### config.mk
export PLATFORM = sky130hd
export DESIGN_NAME = uart_tx_arbiter
export DESIGN_NICKNAME = d
export VERILOG_FILES = /design/src/rtl/uart_pkg.sv /design/src/rtl/uart_tx_arbiter_rr_picker.sv /design/src/rtl/uart_tx_arbiter.sv
export SDC_FILE = /design/constraint.sdc
export NUM_CORES = 1
export LEC_CHECK = 0
export CAP_MARGIN = 20
export CORE_AREA = 2 2 79 81
export CTS_CLUSTER_DIAMETER = 120
export CTS_CLUSTER_SIZE = 30
export DETAILED_ROUTE_END_ITERATION = 8
export DIE_AREA = 0 0 81 83
export PLACE_DENSITY = 0.65
export SYNTH_ARGS = -nofsm -noshare
export SYNTH_HDL_FRONTEND = slang
export SYNTH_SLANG_ARGS = --single-unit
export TNS_END_PERCENT = 5
### constraint.sdc
create_clock -name clk -period 2.6 [get_ports clk]
set_input_delay 0.52 -clock clk [delete_from_list [all_inputs] [get_ports clk]]
set_output_delay 0.52 -clock clk [all_outputs]
set_load 0.01 [all_outputs]
### src/rtl/uart_pkg.sv
// Shared definitions for the UART transmit-side blocks: state encoding,
// default byte width and a constant-friendly clog2.
package uart_pkg;

  typedef enum logic [1:0] {
    IDLE      = 2'd0,
    LOAD      = 2'd1,
    WAIT_DONE = 2'd2
  } state_t;

  localparam int DEFAULT_DATA_WIDTH = 8;

  // Returns at least 1 so single-entry indices still get a real bit.
  function automatic int clog2(input int value);
    int result;
    result = 1;
    for (int i = 1; i < 31; i++) begin
      if ((1 << i) < value) result = i + 1;
    end
    return result;
  endfunction

endpackage

### src/rtl/uart_tx_arbiter_rr_picker.sv
// Round-robin picker: finds the first set request strictly after 'last',
// wrapping around. Purely combinational.
module rr_picker #(
  parameter int N_REQ = 4,
  parameter int IDX_W = 2
) (
  input  logic [N_REQ-1:0] req,
  input  logic [IDX_W-1:0] last,
  output logic             found,
  output logic [IDX_W-1:0] winner
);

  // rot[j] is the request of requester (last + 1 + j) mod N_REQ.
  logic [N_REQ-1:0] rot;
  logic [N_REQ:0]   seen;
  logic [N_REQ-1:0] first;
  logic [IDX_W-1:0] cand [N_REQ];
  logic [IDX_W-1:0] acc  [N_REQ+1];

  assign rot     = N_REQ'({req, req} >> (int'(last) + 1));
  assign seen[0] = 1'b0;
  assign acc[0]  = '0;

  for (genvar gi = 0; gi < N_REQ; gi++) begin : g_scan
    assign first[gi]  = rot[gi] & ~seen[gi];
    assign seen[gi+1] = seen[gi] | rot[gi];
    assign cand[gi]   = IDX_W'((int'(last) + 1 + gi) % N_REQ);
    assign acc[gi+1]  = acc[gi] | (first[gi] ? cand[gi] : '0);
  end

  assign found  = seen[N_REQ];
  assign winner = acc[N_REQ];

endmodule

### src/rtl/uart_tx_arbiter.sv
// Round-robin sharing of one UART transmitter between N_REQ byte producers,
// with a watchdog that abandons a transfer the transmitter never finishes.
module uart_tx_arbiter
  import uart_pkg::*;
#(
  parameter int N_REQ          = 4,
  parameter int DATA_WIDTH     = DEFAULT_DATA_WIDTH,
  parameter int TIMEOUT_CYCLES = 4096
) (
  input  logic                        clk,
  input  logic                        reset,
  input  logic [N_REQ-1:0]            req,
  input  logic [N_REQ*DATA_WIDTH-1:0] req_data,
  output logic [N_REQ-1:0]            grant,
  output logic                        tx_start,
  output logic [DATA_WIDTH-1:0]       tx_data,
  input  logic                        tx_busy,
  input  logic                        tx_done,
  output logic [clog2(N_REQ)-1:0]     owner,
  output logic                        active,
  output logic                        timeout_err
);

  localparam int IDX_W = clog2(N_REQ);
  localparam int CNT_W = clog2(TIMEOUT_CYCLES);
  localparam logic [CNT_W-1:0] CNT_LAST = CNT_W'(TIMEOUT_CYCLES - 1);

  state_t                state_reg, state_next;
  logic [IDX_W-1:0]      last_reg, last_next;
  logic [CNT_W-1:0]      cnt_reg, cnt_next;
  logic [N_REQ-1:0]      grant_reg, grant_next;
  logic                  tx_start_reg, tx_start_next;
  logic [DATA_WIDTH-1:0] tx_data_reg, tx_data_next;
  logic [IDX_W-1:0]      owner_reg, owner_next;
  logic                  active_reg, active_next;
  logic                  timeout_err_reg, timeout_err_next;

  logic                  pick_found;
  logic [IDX_W-1:0]      pick_winner;

  rr_picker #(
    .N_REQ (N_REQ),
    .IDX_W (IDX_W)
  ) u_picker (
    .req    (req),
    .last   (last_reg),
    .found  (pick_found),
    .winner (pick_winner)
  );

  always_comb begin
    state_next       = state_reg;
    last_next        = last_reg;
    cnt_next         = cnt_reg;
    grant_next       = '0;
    tx_start_next    = 1'b0;
    tx_data_next     = tx_data_reg;
    owner_next       = owner_reg;
    active_next      = active_reg;
    timeout_err_next = 1'b0;
    case (state_reg)
      IDLE: begin
        if (!tx_busy && pick_found) begin
          state_next    = LOAD;
          last_next     = pick_winner;
          owner_next    = pick_winner;
          tx_data_next  = req_data[pick_winner*DATA_WIDTH +: DATA_WIDTH];
          grant_next    = N_REQ'(1) << pick_winner;
          tx_start_next = 1'b1;
          active_next   = 1'b1;
        end
      end
      LOAD: begin
        state_next = WAIT_DONE;
        cnt_next   = '0;
      end
      WAIT_DONE: begin
        // A completion in the final watchdog cycle still counts as success.
        if (tx_done) begin
          state_next  = IDLE;
          active_next = 1'b0;
        end else if (cnt_reg == CNT_LAST) begin
          state_next       = IDLE;
          active_next      = 1'b0;
          timeout_err_next = 1'b1;
        end else begin
          cnt_next = cnt_reg + 1'b1;
        end
      end
      default: begin
        state_next  = IDLE;
        active_next = 1'b0;
      end
    endcase
  end

  always_ff @(posedge clk) begin
    if (reset) begin
      state_reg       <= IDLE;
      last_reg        <= IDX_W'(N_REQ - 1);
      cnt_reg         <= '0;
      grant_reg       <= '0;
      tx_start_reg    <= 1'b0;
      tx_data_reg     <= '0;
      owner_reg       <= '0;
      active_reg      <= 1'b0;
      timeout_err_reg <= 1'b0;
    end else begin
      state_reg       <= state_next;
      last_reg        <= last_next;
      cnt_reg         <= cnt_next;
      grant_reg       <= grant_next;
      tx_start_reg    <= tx_start_next;
      tx_data_reg     <= tx_data_next;
      owner_reg       <= owner_next;
      active_reg      <= active_next;
      timeout_err_reg <= timeout_err_next;
    end
  end

  assign grant       = grant_reg;
  assign tx_start    = tx_start_reg;
  assign tx_data     = tx_data_reg;
  assign owner       = owner_reg;
  assign active      = active_reg;
  assign timeout_err = timeout_err_reg;

endmodule
# == Word-level counts from Yosys, hierarchy flattened ==
# Index checks and enable logic that the tools add are counted.
# op_classes
shift,3
n_eq_ne,7
n_bitwise,16
n_mux,17
add_sub_neg,5
reduce_logical,11
# op_table
operator,count
32-bit by 6-bit indexed part select with 8-bit output,1
12-bit two-way mux,2
12-bit one-hot mux with 2 select lines,1
2-bit two-way mux,7
12-bit by 1-bit adder with 12-bit output (second input constant),1
12-bit equality test (second input constant),1
8-bit by 3-bit right shift with 4-bit output,1
1-bit NOT,7
2-bit inequality test (second input constant),3
2-bit OR,3
2-bit one-hot mux with 3 select lines,1
3-bit AND reduction,2
3-bit OR reduction,2
1-bit two-way mux,5
2-bit adder (second input constant),2
2-bit AND reduction,2
1-bit by 2-bit << shifter with 4-bit output (first input constant),1
2-bit by 1-bit adder with 3-bit output (second input constant),1
1-bit bitwise AND,3
3-bit inequality test (second input constant),1
1-bit OR,3
1-bit one-hot mux with 3 select lines,1
2-bit by 1-bit adder with 2-bit output (second input constant),1
2-bit by 1-bit equality test with 1-bit output (second input constant),1
other kinds (6),6
# totals
ff_bits,33
word_cells,68
input_bits,40
out_inout_bits,17

# == Longest topological paths before layout ==
# logic_depth
word_depth,9
mapped_depth,7

# == Cells and area by module ==
# A second synthesis with hierarchy kept.
# unflattened
hier_cells,183
hier_area_um2,1649.1
# by_module_without_submodules
module,cells_per_inst,seq_area_each_um2,instances,area_each_um2
uart_tx_arbiter,169,660.6,1,1567.8
rr_picker,14,0.0,1,81.3

# == Worst setup path before layout ==
# OpenSTA, ideal clock, no wires.
# synth_timing
path_type,in2reg
start,input port req[2]
end,"register tx_data_reg[0], in the netlist tx_data[0]"
path_buffers,1
slack_ns,0.790
setup_time_ns,0.080
arrival_time_ns,1.730
path_stages,6
path_cell_list,nor4_1 > or4_4 > or3_1 > buf_6 > a21o_1 > o211ai_1
# synth_via
elab_chain_cells,8
# synth_rtl
element,line,rtl
"start, declared",uart_tx_arbiter.sv:12,"input logic [N_REQ-1:0] req,"
8-bit by 3-bit right shift with 4-bit output (*),uart_tx_arbiter_rr_picker.sv:20,"assign rot = N_REQ'({req, req} >> (int'(last) + 1));"
1-bit NOT / 1-bit OR (equally long branches),"uart_tx_arbiter_rr_picker.sv:25, uart_tx_arbiter_rr_picker.sv:26",
"1-bit bitwise AND, or another cell as far along",uart_tx_arbiter_rr_picker.sv:25,assign first[gi] = rot[gi] & ~seen[gi];
"2-bit two-way mux, or another cell as far along",uart_tx_arbiter_rr_picker.sv:28,assign acc[gi+1] = acc[gi] | (first[gi] ? cand[gi] : '0);
"2-bit OR, or another cell as far along",uart_tx_arbiter_rr_picker.sv:28,
2-bit OR / 2-bit two-way mux (equally long branches),uart_tx_arbiter_rr_picker.sv:28,
2-bit OR,uart_tx_arbiter_rr_picker.sv:28,
32-bit by 6-bit indexed part select with 8-bit output,uart_tx_arbiter.sv:67,tx_data_next = req_data[pick_winner*DATA_WIDTH +: DATA_WIDTH];
"end signal, assigned",uart_tx_arbiter.sv:114,tx_data_reg <= tx_data_next;
"end, declared",uart_tx_arbiter.sv:33,"logic [DATA_WIDTH-1:0] tx_data_reg, tx_data_next;"
# Mark *: on every way between the ends. The rest lies on a longest branch, timed or not.
# A chain may end at the register's enable or synchronous reset.

# == Worst setup path in the final report ==
# layout_timing
start,input port req[3]
end,"register tx_data_reg[3], in the netlist tx_data[3]"
# Same word-level chain as after synthesis.

==> impl_metrics.toml <==
[outcome]
outcome = "finished clean"

[synthesis]
syn_inst = 196
synth_flop_cell = "dfxtp_1"
postSynth.asyncResetShare = 0
synth_nets = 237
syn_area_sq_um = 1690
ys_seq_area_frac = 0.391
yosys_warnings = 0
synth_cell_type_count = 49
ys_seq_elements = 33
syn_avg_cell_area_sq_um = 8.63
synth_edf_count = 0

[clock_tree]
root_buffer = "clkbuf_8"
cts_inserted_buffers = 5
cts_buffer_depth = 2
clock_sinks = 33
cts_resized = 0
clk_latency_ps = 280
cts_post_setup_buffers_inserted = 0
hold_buffers = 0
cts_tree = "yes"
path_clk_slew_ps = 70
htreeDepth = 2

[drt]
via_count = 1690
drt_iter0_drc = 61
ant_nets = 0
totalWireLength_microns = 4400
vias_per_cell = 5.08
routedWlPerCell_microns = 13.2
firstDrtPassIters = 4
drc = 0

[cells_and_area]
finalInstanceArea_sq_um = 2420
final_cell_mix = "clkdlybuf4s50_1 (56), dfxtp_1 (33), nor2_1 (23)"
fillers = 618
antenna_cells = 0
largest_register_ffs = 12
multiInputGateArea_sq_um = 978
area_growth_pct = 43.3
layout_commonest_cell = "clkdlybuf4s50_1"
layout-drive-gt1-share = 0.0969
ff_latch_area_sq_um = 661
fin_nets = 298

[floorplanning]
boundaryPins = 57
start_util = 0.291
rows = 28
die_w_microns = 81
core_sq_um = 5820
die_h_microns = 83
die_area_sq_um = 6720

[global_route]
grt_pass1_wl_microns = 7750
overflow = 0
grt_max_degree = 19
grt.total_usage = 0.143
grt_pass1_vias = 1742
grt_antenna_before_repair = 0

[timing]
max_freq_ghz = 0.447
setup_violations = 0
tightest_slew_ps = 718
fin_tns_setup_ps = 0
layout_min_cycle_time_ps = 2240
slew_headroom = 0.520
hold_violations = 0
skew_ps = 8.74
timing.final.crit_share = 0.860
slew_viol_final = 0
rsz0062_at_grt = "false"

[setup_path]
reg2reg_depth = 5
rr_startpoint = "last_reg[1]$_SDFFE_PP1P_"
slowest_delay_ps = 540
r2r_end = "last_reg[0]$_SDFFE_PP1P_"
crit_start = "req[3]"
critPathSlowestCell = "or3_1"
critical_path_class = "input pin to register"
required_ps = 2800
path_max_fanout = 10
critPathArrivalTime_ps = 2430
start_kind = "input pin"
rrSetupSlack_ps = 700
path_cells = "clkdlybuf4s50_1 > nor4_1 > or4_4 > or3_1 > a21o_1 > o211ai_1"
endpoint = "tx_data[3]$_SDFFE_PP0P_"
cp-end-kind = "register"

[placement]
dp_hpwl_microns = 3290
portBuffers = 56
globalplace.congestion = 0.817
placed_area_sq_um = 2340

[power]
ir_drop_mv = 0.213
power_density_nw_per_um2 = 486
p_leak_uw = 0.000886

[flow_run]
maxCapViolCount = 0

[min_path]
hp-class = "register to register"
## per-stage QoR
| stage | total power (uW) | worst slack (ps) | std cells | utilization | hold WS (ps) |
|---|---|---|---|---|---|
| after floorplan | 688 | 790 | 196 | - | 478 |
| after global placement | 826 | 124 | 325 | 0.403 | 452 |
| after detailed placement | 829 | 95.2 | 325 | 0.403 | 463 |
| after CTS | 1190 | 387 | 333 | 0.417 | 481 |
| after global routing | 1250 | 266 | 333 | 0.417 | 520 |
| final | 1180 | 365 | 333 | 0.417 | 474 |
## synthesized netlist by cell type (2+ instances only)
| cell type | count | share of area |
|---|---|---|
| buf_6 | 2 | 0.013 |
| dfxtp_1 | 33 | 0.39 |
| or3_1 | 3 | 0.011 |
| a21o_1 | 8 | 0.036 |
| xor2_1 | 3 | 0.016 |
| nand4_1 | 4 | 0.015 |
| o21bai_1 | 2 | 0.0089 |
| nor2_1 | 23 | 0.051 |
| o21ai_0 | 11 | 0.033 |
| xnor2_1 | 2 | 0.010 |
| buf_2 | 2 | 0.0059 |
| mux2i_1 | 9 | 0.053 |
| nor4_1 | 2 | 0.0074 |
| nor3_1 | 9 | 0.027 |
| nor2b_1 | 3 | 0.011 |
| nor2_4 | 2 | 0.013 |
| nand3_1 | 17 | 0.050 |
| nand2b_1 | 2 | 0.0074 |
| clkbuf_1 | 2 | 0.0044 |
| or4_1 | 2 | 0.0089 |
| a21oi_1 | 9 | 0.027 |
| o211ai_1 | 8 | 0.036 |
| nand2_1 | 12 | 0.027 |
## final cells by class
class / instances / area share
Clock buffer: 6 / 0.0299
Clock inverter: 2 / 0.00413
Inverter: 1 / 0.00155
Multi-Input combinational cell: 154 / 0.404
Sequential cell: 33 / 0.272
Tap cell: 75 / 0.0387
Timing Repair Buffer: 62 / 0.250
## worst min-delay path by stage
stage               depth (start not counted)                     start  slack, ps                       end
floorplan                                   2  cnt_reg[11]$_SDFFE_PP0P_        480  cnt_reg[11]$_SDFFE_PP0P_
global route                                2   tx_data[7]$_SDFFE_PP0P_        520   tx_data[7]$_SDFFE_PP0P_
finish                                      2   tx_data[2]$_SDFFE_PP0P_        470   tx_data[2]$_SDFFE_PP0P_
global placement                            2   tx_data[4]$_SDFFE_PP0P_        450   tx_data[4]$_SDFFE_PP0P_
detailed placement                          2   tx_data[2]$_SDFFE_PP0P_        460   tx_data[2]$_SDFFE_PP0P_
CTS                                         2   tx_data[2]$_SDFFE_PP0P_        480   tx_data[2]$_SDFFE_PP0P_
## layer usage
| layer | track usage | wire, microns | vias to the layer above |
|---|---|---|---|
| met2 | 0.228 | 2150 | 71 |
| met3 | 0.0489 | 324 | 4 |
| met4 | 0.0632 | 43 | 0 |
| met5 | 0 | 0 | - |
| met1 | 0.172 | 1880 | 771 |
| li1 | - | - | 844 |
## logic make-up after synthesis
group,synth area share
multiplexers,0.0599
buffers and inverters,0.0311
adder cells (fa/ha/maj),0.00740
AND/OR/NAND/NOR,0.283
XOR/XNOR,0.0259
flip-flops,0.391
AO/OA/AOI/OAI,0.202
## where the power goes
part	leakage [uW]	internal (uW)	switching, uW
combinational	0.000573	147	114
sequential	0.000269	534	21.9
clock	0.0000450	185	177
## worst max-delay path, delay by kind of cell
kind | cells | cell delay [ps]
buf+inv | 1 | 530
simple gates | 3 | 1070
compound gates | 2 | 310
Note: power is estimated with default switching activity, not from simulation.
